File: src/rtl/fib_seq_master.sv
// fib_seq_master: self-test sequencer that requests Fibonacci indices 0..max_n and checks each result
// Ports: clk, rst (async, active-high); start_i/max_n_i begin a run; req_n_o/req_vld_o/req_rdy_i request channel;
//   rsp_data_i/rsp_vld_i/rsp_rdy_o response channel; busy_o, done_o (pulse), pass_o, err_count_o, timeout_o status.
// Optional macro FIB_SEQ_TIMEOUT_EN adds a response watchdog of TIMEOUT_CYCLES cycles.
module fib_seq_master #(
  parameter int INPUT_WIDTH    = 8,
  parameter int OUTPUT_WIDTH   = 32,
  parameter int ERR_WIDTH      = 8,
  parameter int TIMEOUT_CYCLES = 1024
) (
  input  logic                    clk,
  input  logic                    rst,
  input  logic                    start_i,
  input  logic [INPUT_WIDTH-1:0]  max_n_i,
  output logic [INPUT_WIDTH-1:0]  req_n_o,
  output logic                    req_vld_o,
  input  logic                    req_rdy_i,
  input  logic [OUTPUT_WIDTH-1:0] rsp_data_i,
  input  logic                    rsp_vld_i,
  output logic                    rsp_rdy_o,
  output logic                    busy_o,
  output logic                    done_o,
  output logic                    pass_o,
  output logic [ERR_WIDTH-1:0]    err_count_o,
  output logic                    timeout_o
);
  typedef enum logic [1:0] {IDLE, SEND, WAIT, DONE} state_t;
  state_t                  state_q, state_d;
  logic [INPUT_WIDTH-1:0]  n_q, n_d, max_q, max_d;
  logic [OUTPUT_WIDTH-1:0] exp_a_q, exp_a_d, exp_b_q, exp_b_d;
  logic [ERR_WIDTH-1:0]    err_q, err_d, err_nx;
  logic                    pass_q, pass_d, to_q, to_d, acc, miss;
`ifdef FIB_SEQ_TIMEOUT_EN
  localparam int CW = $clog2(TIMEOUT_CYCLES + 1);
  logic [CW-1:0] cnt_q, cnt_d;
  logic          expire;
  assign cnt_d  = (state_q == WAIT && !rsp_vld_i) ? cnt_q + CW'(1) : '0;
  assign expire = state_q == WAIT && !rsp_vld_i && cnt_q == CW'(TIMEOUT_CYCLES - 1);
  always_ff @(posedge clk or posedge rst)
    if (rst) cnt_q <= '0;
    else     cnt_q <= cnt_d;
`endif
  assign acc    = state_q == WAIT && rsp_vld_i;
  assign miss   = rsp_data_i != exp_a_q;
  // saturating add so a long bad run never wraps back to a clean count
  assign err_nx = err_q + ERR_WIDTH'(miss && (err_q != '1));
  always_comb begin
    state_d = state_q;
    n_d     = n_q;
    max_d   = max_q;
    exp_a_d = exp_a_q;
    exp_b_d = exp_b_q;
    err_d   = err_q;
    pass_d  = pass_q;
    to_d    = to_q;
    case (state_q)
      IDLE: if (start_i) begin
        state_d = SEND;
        max_d   = max_n_i;
        n_d     = '0;
        exp_a_d = '0;
        exp_b_d = OUTPUT_WIDTH'(1);
        err_d   = '0;
        pass_d  = 1'b0;
        to_d    = 1'b0;
      end
      SEND: state_d = req_rdy_i ? WAIT : SEND;
      WAIT: if (acc) begin
        err_d   = err_nx;
        exp_a_d = exp_b_q;
        exp_b_d = exp_a_q + exp_b_q;
        // compare before incrementing so max_n = all-ones terminates
        if (n_q == max_q) begin
          state_d = DONE;
          pass_d  = err_nx == '0;
        end else begin
          state_d = SEND;
          n_d     = n_q + INPUT_WIDTH'(1);
        end
      end
`ifdef FIB_SEQ_TIMEOUT_EN
      else if (expire) begin
        state_d = DONE;
        to_d    = 1'b1;
        pass_d  = 1'b0;
      end
`endif
      default: state_d = IDLE;
    endcase
  end
  always_ff @(posedge clk or posedge rst)
    if (rst) begin
      state_q <= IDLE;
      n_q     <= '0;
      max_q   <= '0;
      exp_a_q <= '0;
      exp_b_q <= '0;
      err_q   <= '0;
      pass_q  <= 1'b0;
      to_q    <= 1'b0;
    end else begin
      state_q <= state_d;
      n_q     <= n_d;
      max_q   <= max_d;
      exp_a_q <= exp_a_d;
      exp_b_q <= exp_b_d;
      err_q   <= err_d;
      pass_q  <= pass_d;
      to_q    <= to_d;
    end
  assign req_n_o     = n_q;
  assign req_vld_o   = state_q == SEND;
  assign rsp_rdy_o   = state_q == WAIT;
  assign busy_o      = state_q == SEND || state_q == WAIT;
  assign done_o      = state_q == DONE;
  assign pass_o      = pass_q;
  assign err_count_o = err_q;
  assign timeout_o   = to_q;
endmodule

File: config.mk
export PLATFORM = sky130hd
export DESIGN_NAME = fib_seq_master
export DESIGN_NICKNAME = d
export VERILOG_FILES = /design/src/rtl/fib_seq_master.sv
export SDC_FILE = /design/constraint.sdc
export NUM_CORES = 1
export LEC_CHECK = 0
export BUFFER_PORTS_ARGS = -buffer_cell sky130_fd_sc_hd__buf_2
export CAP_MARGIN = 20
export CORE_MARGIN = 2
export CORE_UTILIZATION = 55
export DETAILED_ROUTE_END_ITERATION = 6
export PLACE_DENSITY_LB_ADDON = 0.12
export SLEW_MARGIN = 40
export SYNTH_ARGS = -nofsm -noshare
export SYNTH_HDL_FRONTEND = slang
export SYNTH_SLANG_ARGS = --single-unit
File: constraint.sdc
create_clock -name clk -period 4.9 [get_ports clk]
set_input_delay 0.98 -clock clk [delete_from_list [all_inputs] [get_ports clk]]
set_output_delay 0.98 -clock clk [all_outputs]
set_load 0.05 [all_outputs]
[Word-level counts from Yosys, hierarchy flattened]
Cells that the tools add are included.
Storage, ports and cells
  register bits: 91
  input bits: 45
  output and inout port bits: 22
  word-level logic and storage cells: 52
Operators by class
  add/subtract/negate cells: 3
  equality and inequality tests: 10
  multiplexer cells: 21
  reduce and logical (&&, ||, !) cells: 11
Operators with widths (number)
  $mux 32: 4
  $pmux 32 s2: 2
  $add 32x32->32: 1
  $mux 8: 4
  $ne 32x32->1: 1
  $pmux 8 s2: 2
  $add 8x1->8: 1
  $add 8x1->8 const B: 1
  $eq 8x8->1: 1
  $logic_not 8->1: 1
  $mux 2: 4
  $ne 8x8->1 const B: 1
  $reduce_and 4->1: 2
  $pmux 2 s3: 1
  $eq 2x2->1 const B: 2
  $ne 2x1->1 const B: 2
  $ne 2x2->1 const B: 2
  $reduce_and 2->1: 2
  $mux 1: 3
  $reduce_and 3->1: 1
  $eq 2x1->1 const B: 1
  $logic_and 1x1->1: 2
  $logic_not 2->1: 1
  $pmux 1 s2: 1
  other kinds (2): 2

[Logic depth before layout (Yosys ltp)]
  word-level depth: 7
  depth in mapped cells: 13
  mapped depth without buffers: 12

[Worst setup path after synthesis]
Ideal clock, no wire load.
  kind: input to register
  start: in rsp_data_i[17]
  end: reg pass_q (netlist: pass_o)
  setup time: 110 ps
  arrival time: 3011 ps
  required time: 4790 ps
  slack: 1779 ps
  stages on the path: 11
  path buffers: 0
  cell sequence: xor2_1 -> nor4_1 -> nand4_1 -> nor2_1 -> a41oi_1 -> ha_1 -> ha_1 -> nor4_1 -> a31oi_1 -> or4_1 -> o41ai_1
Between the ends
  word-level cells in the longest chain between the ends: 7
RTL lines
  start, declared: RTL line 18  | input logic [OUTPUT_WIDTH-1:0] rsp_data_i,
  $ne 32x32->1: RTL line 44  | assign miss = rsp_data_i != exp_a_q;
  $logic_and 1x1->1: RTL line 46  | assign err_nx = err_q + ERR_WIDTH'(miss && (err_q != '1));
  $add 8x1->8: RTL line 46
  $logic_not 8->1: RTL line 75  | pass_d = err_nx == '0;
  $mux 1: RTL line 73  | if (n_q == max_q) begin
  $mux 1: RTL line 68  | WAIT: if (acc) begin
  $pmux 1 s2: RTL line 56  | case (state_q)
  end signal, assigned: RTL line 108  | pass_q <= pass_d;
  end, declared: RTL line 32  | logic pass_q, pass_d, to_q, to_d, acc, miss;
Every way passes these cells. The select of a mux whose other input is x is not followed.
A chain may end at the register's enable or synchronous reset.

[Worst setup path in the final report]
  start: in rsp_data_i[22]
  end: reg pass_q (netlist: pass_o)
The elaborated chain is that of the path after synthesis.

==> flow_summary.yaml <==
detailed_routing:
  vias: 4674
  drc: 0
  viasPerCell: 5.85
  detail-route-antenna-nets: 0
  first_iter_violations: 296
  first_pass_iters: 4
  routed_wl_um: 13200
  wl_per_cell_um: 16.5
sta:
  max_clock_freq_ghz: 0.300
  finalHoldViolCount: 0
  maxSlewViolCount: 0
  hold_ws_ps: 509
  skew_ps: 7.00
  worst_slew_pin_slew_ps: 754
  min_period_ps: 3330
  finalSetupTns_ps: 0
  rsz0062_at_grt: "no"
  setup_viol: 0
  fin_crit_sh_pct: 68.0
  timing.slew.headroom_pct: 49.8
layout:
  nNetsFinal: 742
  area_growth_pct: 11.8
  fillers: 866
  final_cell_mix: "dfrtp_1 (91), buf_2 (65), nand2_1 (55)"
  insertedDiodeCount: 0
  drive_above_1_share_pct: 16.3
  layout_commonest_cell: "dfrtp_1"
clock_network:
  clock-sinks: 91
  cts_inserted_buffers: 9
  postCtsSetupBuffers: 0
  htree_num_levels: 3
  cts.path.max_buffers: 2
  cts_tree: "built"
  insertion_delay_ps: 360
  ctsHoldBuffers: 0
  ctsResizeCount: 0
  root_buffer: "clkbuf_8"
  clk_pin_slew_ps: 90
outcome:
  run_status: "finished clean"
setup_path:
  arrival_ps: 3580
  criticalPathCategory: "in2reg"
  worstPathRequired_ps: 5150
  worstPathMaxFanout: 5
  cp-start-kind: "input pin"
  endpoint_kind: "flip-flop"
synthesis:
  synth_top_family_by_area: "compound AO/OA/AOI/OAI gates"
  avgSynthCellArea_um2: 9.60
  yosys_warnings: 0
  ys_ff_latch: 91
  yosys.area_share.adder_pct: 8.63
  synth_fp_nets: 682
  synth_async_sr_flop_share_pct: 100
  netlist_area_mm2: 0.00574
  synthCells: 598
  synth_mux_area_share_pct: 2.68
  ys_seq_area_share_pct: 39.7
  synth_compound_gate_area_share_pct: 21.8
  synth_flop_cell: "dfrtp_1"
  ys_types: 64
  synth_xor_area_share_pct: 10.4
  synth_edf_count: 0
  synth-simple-area-share_pct: 13.9
placement:
  dp_hpwl_um: 9640
  gp_congestion: 0.878
  portBuffers: 65
global_routing:
  antenna_found_initial: 0
  grt_start_max_net_pins: 70
  overflow: 0
  grt_pass1_wl_um: 22000
  track_usage_pct: 24.6
  grt_pass1_vias: 4640
die:
  fp.dieW_um: 106
  start_util_pct: 56.1
  dieArea_mm2: 0.0113
  rows: 37
  design.portCount: 67
  die_h_um: 106
  core_area_mm2: 0.0102
power_and_ir_drop:
  p_per_area_mw_per_mm2: 338
  peakVddDrop_mv: 0.678
  leakage_nw: 3.17
flow_run:
  cap_violations: 0
hold_path:
  hold_class: "reg2reg"
## worst max-delay path, stage by stage
cell,delay [ps]
buf_2,110
xor2_1,190
nor4_1,350
nand4_1,120
nor2_1,210
a41oi_1,80
ha_1,260
ha_1,250
nor4_1,200
a31oi_1,50
or4_1,430
o41ai_1,340
## area by class of cell
cell class	instances	area, µm²	share of cell area, %
Sequential cell	91	2280	35.5
Tap cell	136	170	2.65
Multi-Input combinational cell	465	3310	51.6
Inverter	21	83.8	1.31
Clock inverter	5	52.6	0.819
Clock buffer	11	141	2.20
Timing Repair Buffer	70	383	5.96
## power by group
group          switching, mW  internal, mW
registers             0.0630         0.819
clock network          0.264         0.248
logic                  0.542         0.232
## logic make-up after synthesis
kind of cell               after synthesis
adders and majority gates               39
DFF                                     91
muxes                                   14
other                                    1
buffers and inverters                   42
AOI/OAI and AO/OA                      182
xor gates and xnor gates                68
and+or+nand+nor                        161
## per-layer routing
layer	GRT usage, %	wire length, µm	vias up
li1	-	-	2309
met1	32.1	5970	2241
met2	40.8	6350	106
met3	4.35	606	18
met4	9.30	253	0
met5	0	0	-
## sequential cells by signal, summed over array words and instances (netlist names)
register and cells:
state_q 2, exp_a_q 32, max_q 8, req_n_o 8, err_count_o 8, pass_o 1
exp_b_q 32
## through the flow
| stage | std cells | setup slack (ps) | instance area (µm²) | total power [mW] | utilization [%] |
|---|---|---|---|---|---|
| after detailed placement | 782 | 1180 | 6200 | 1.66 | 60.6 |
| after floorplan | 598 | 1560 | 5740 | 1.46 | - |
| after CTS | 798 | 1580 | 6390 | 2.17 | 62.5 |
| after global routing | 799 | 1310 | 6420 | 2.29 | 62.7 |
| after global placement | 782 | 1390 | 6190 | 1.64 | 60.5 |
| final | 799 | 1570 | 6420 | 2.17 | 62.7 |
## synth_stat cells (13+ instances only)
library cell	number	area [µm²]
dfrtp_1	91	2280
nand2_1	55	206
xor2_1	44	385
o21ai_0	41	205
a22o_1	38	333
ha_1	38	475
a21oi_1	35	175
nor2_1	26	97.6
xnor2_1	24	210
inv_1	21	78.8
nand3_1	18	90.1
a21o_1	14	105
clkbuf_1	13	48.8
## worst paths after layout
path	start	to	slack [ps]	cells after the start
setup / recovery	rsp_data_i[22]	pass_o	1570	12
max in group asynchronous	rst	exp_a_q[14]	3400	3
hold reg to reg	pass_o	pass_o	510	2
min in group asynchronous	rst	max_q[6]	630	2
hold / removal	pass_o	pass_o	510	2
setup reg to reg	exp_a_q[31]	pass_o	1830	11
Note: power is estimated with default switching activity, not from simulation.
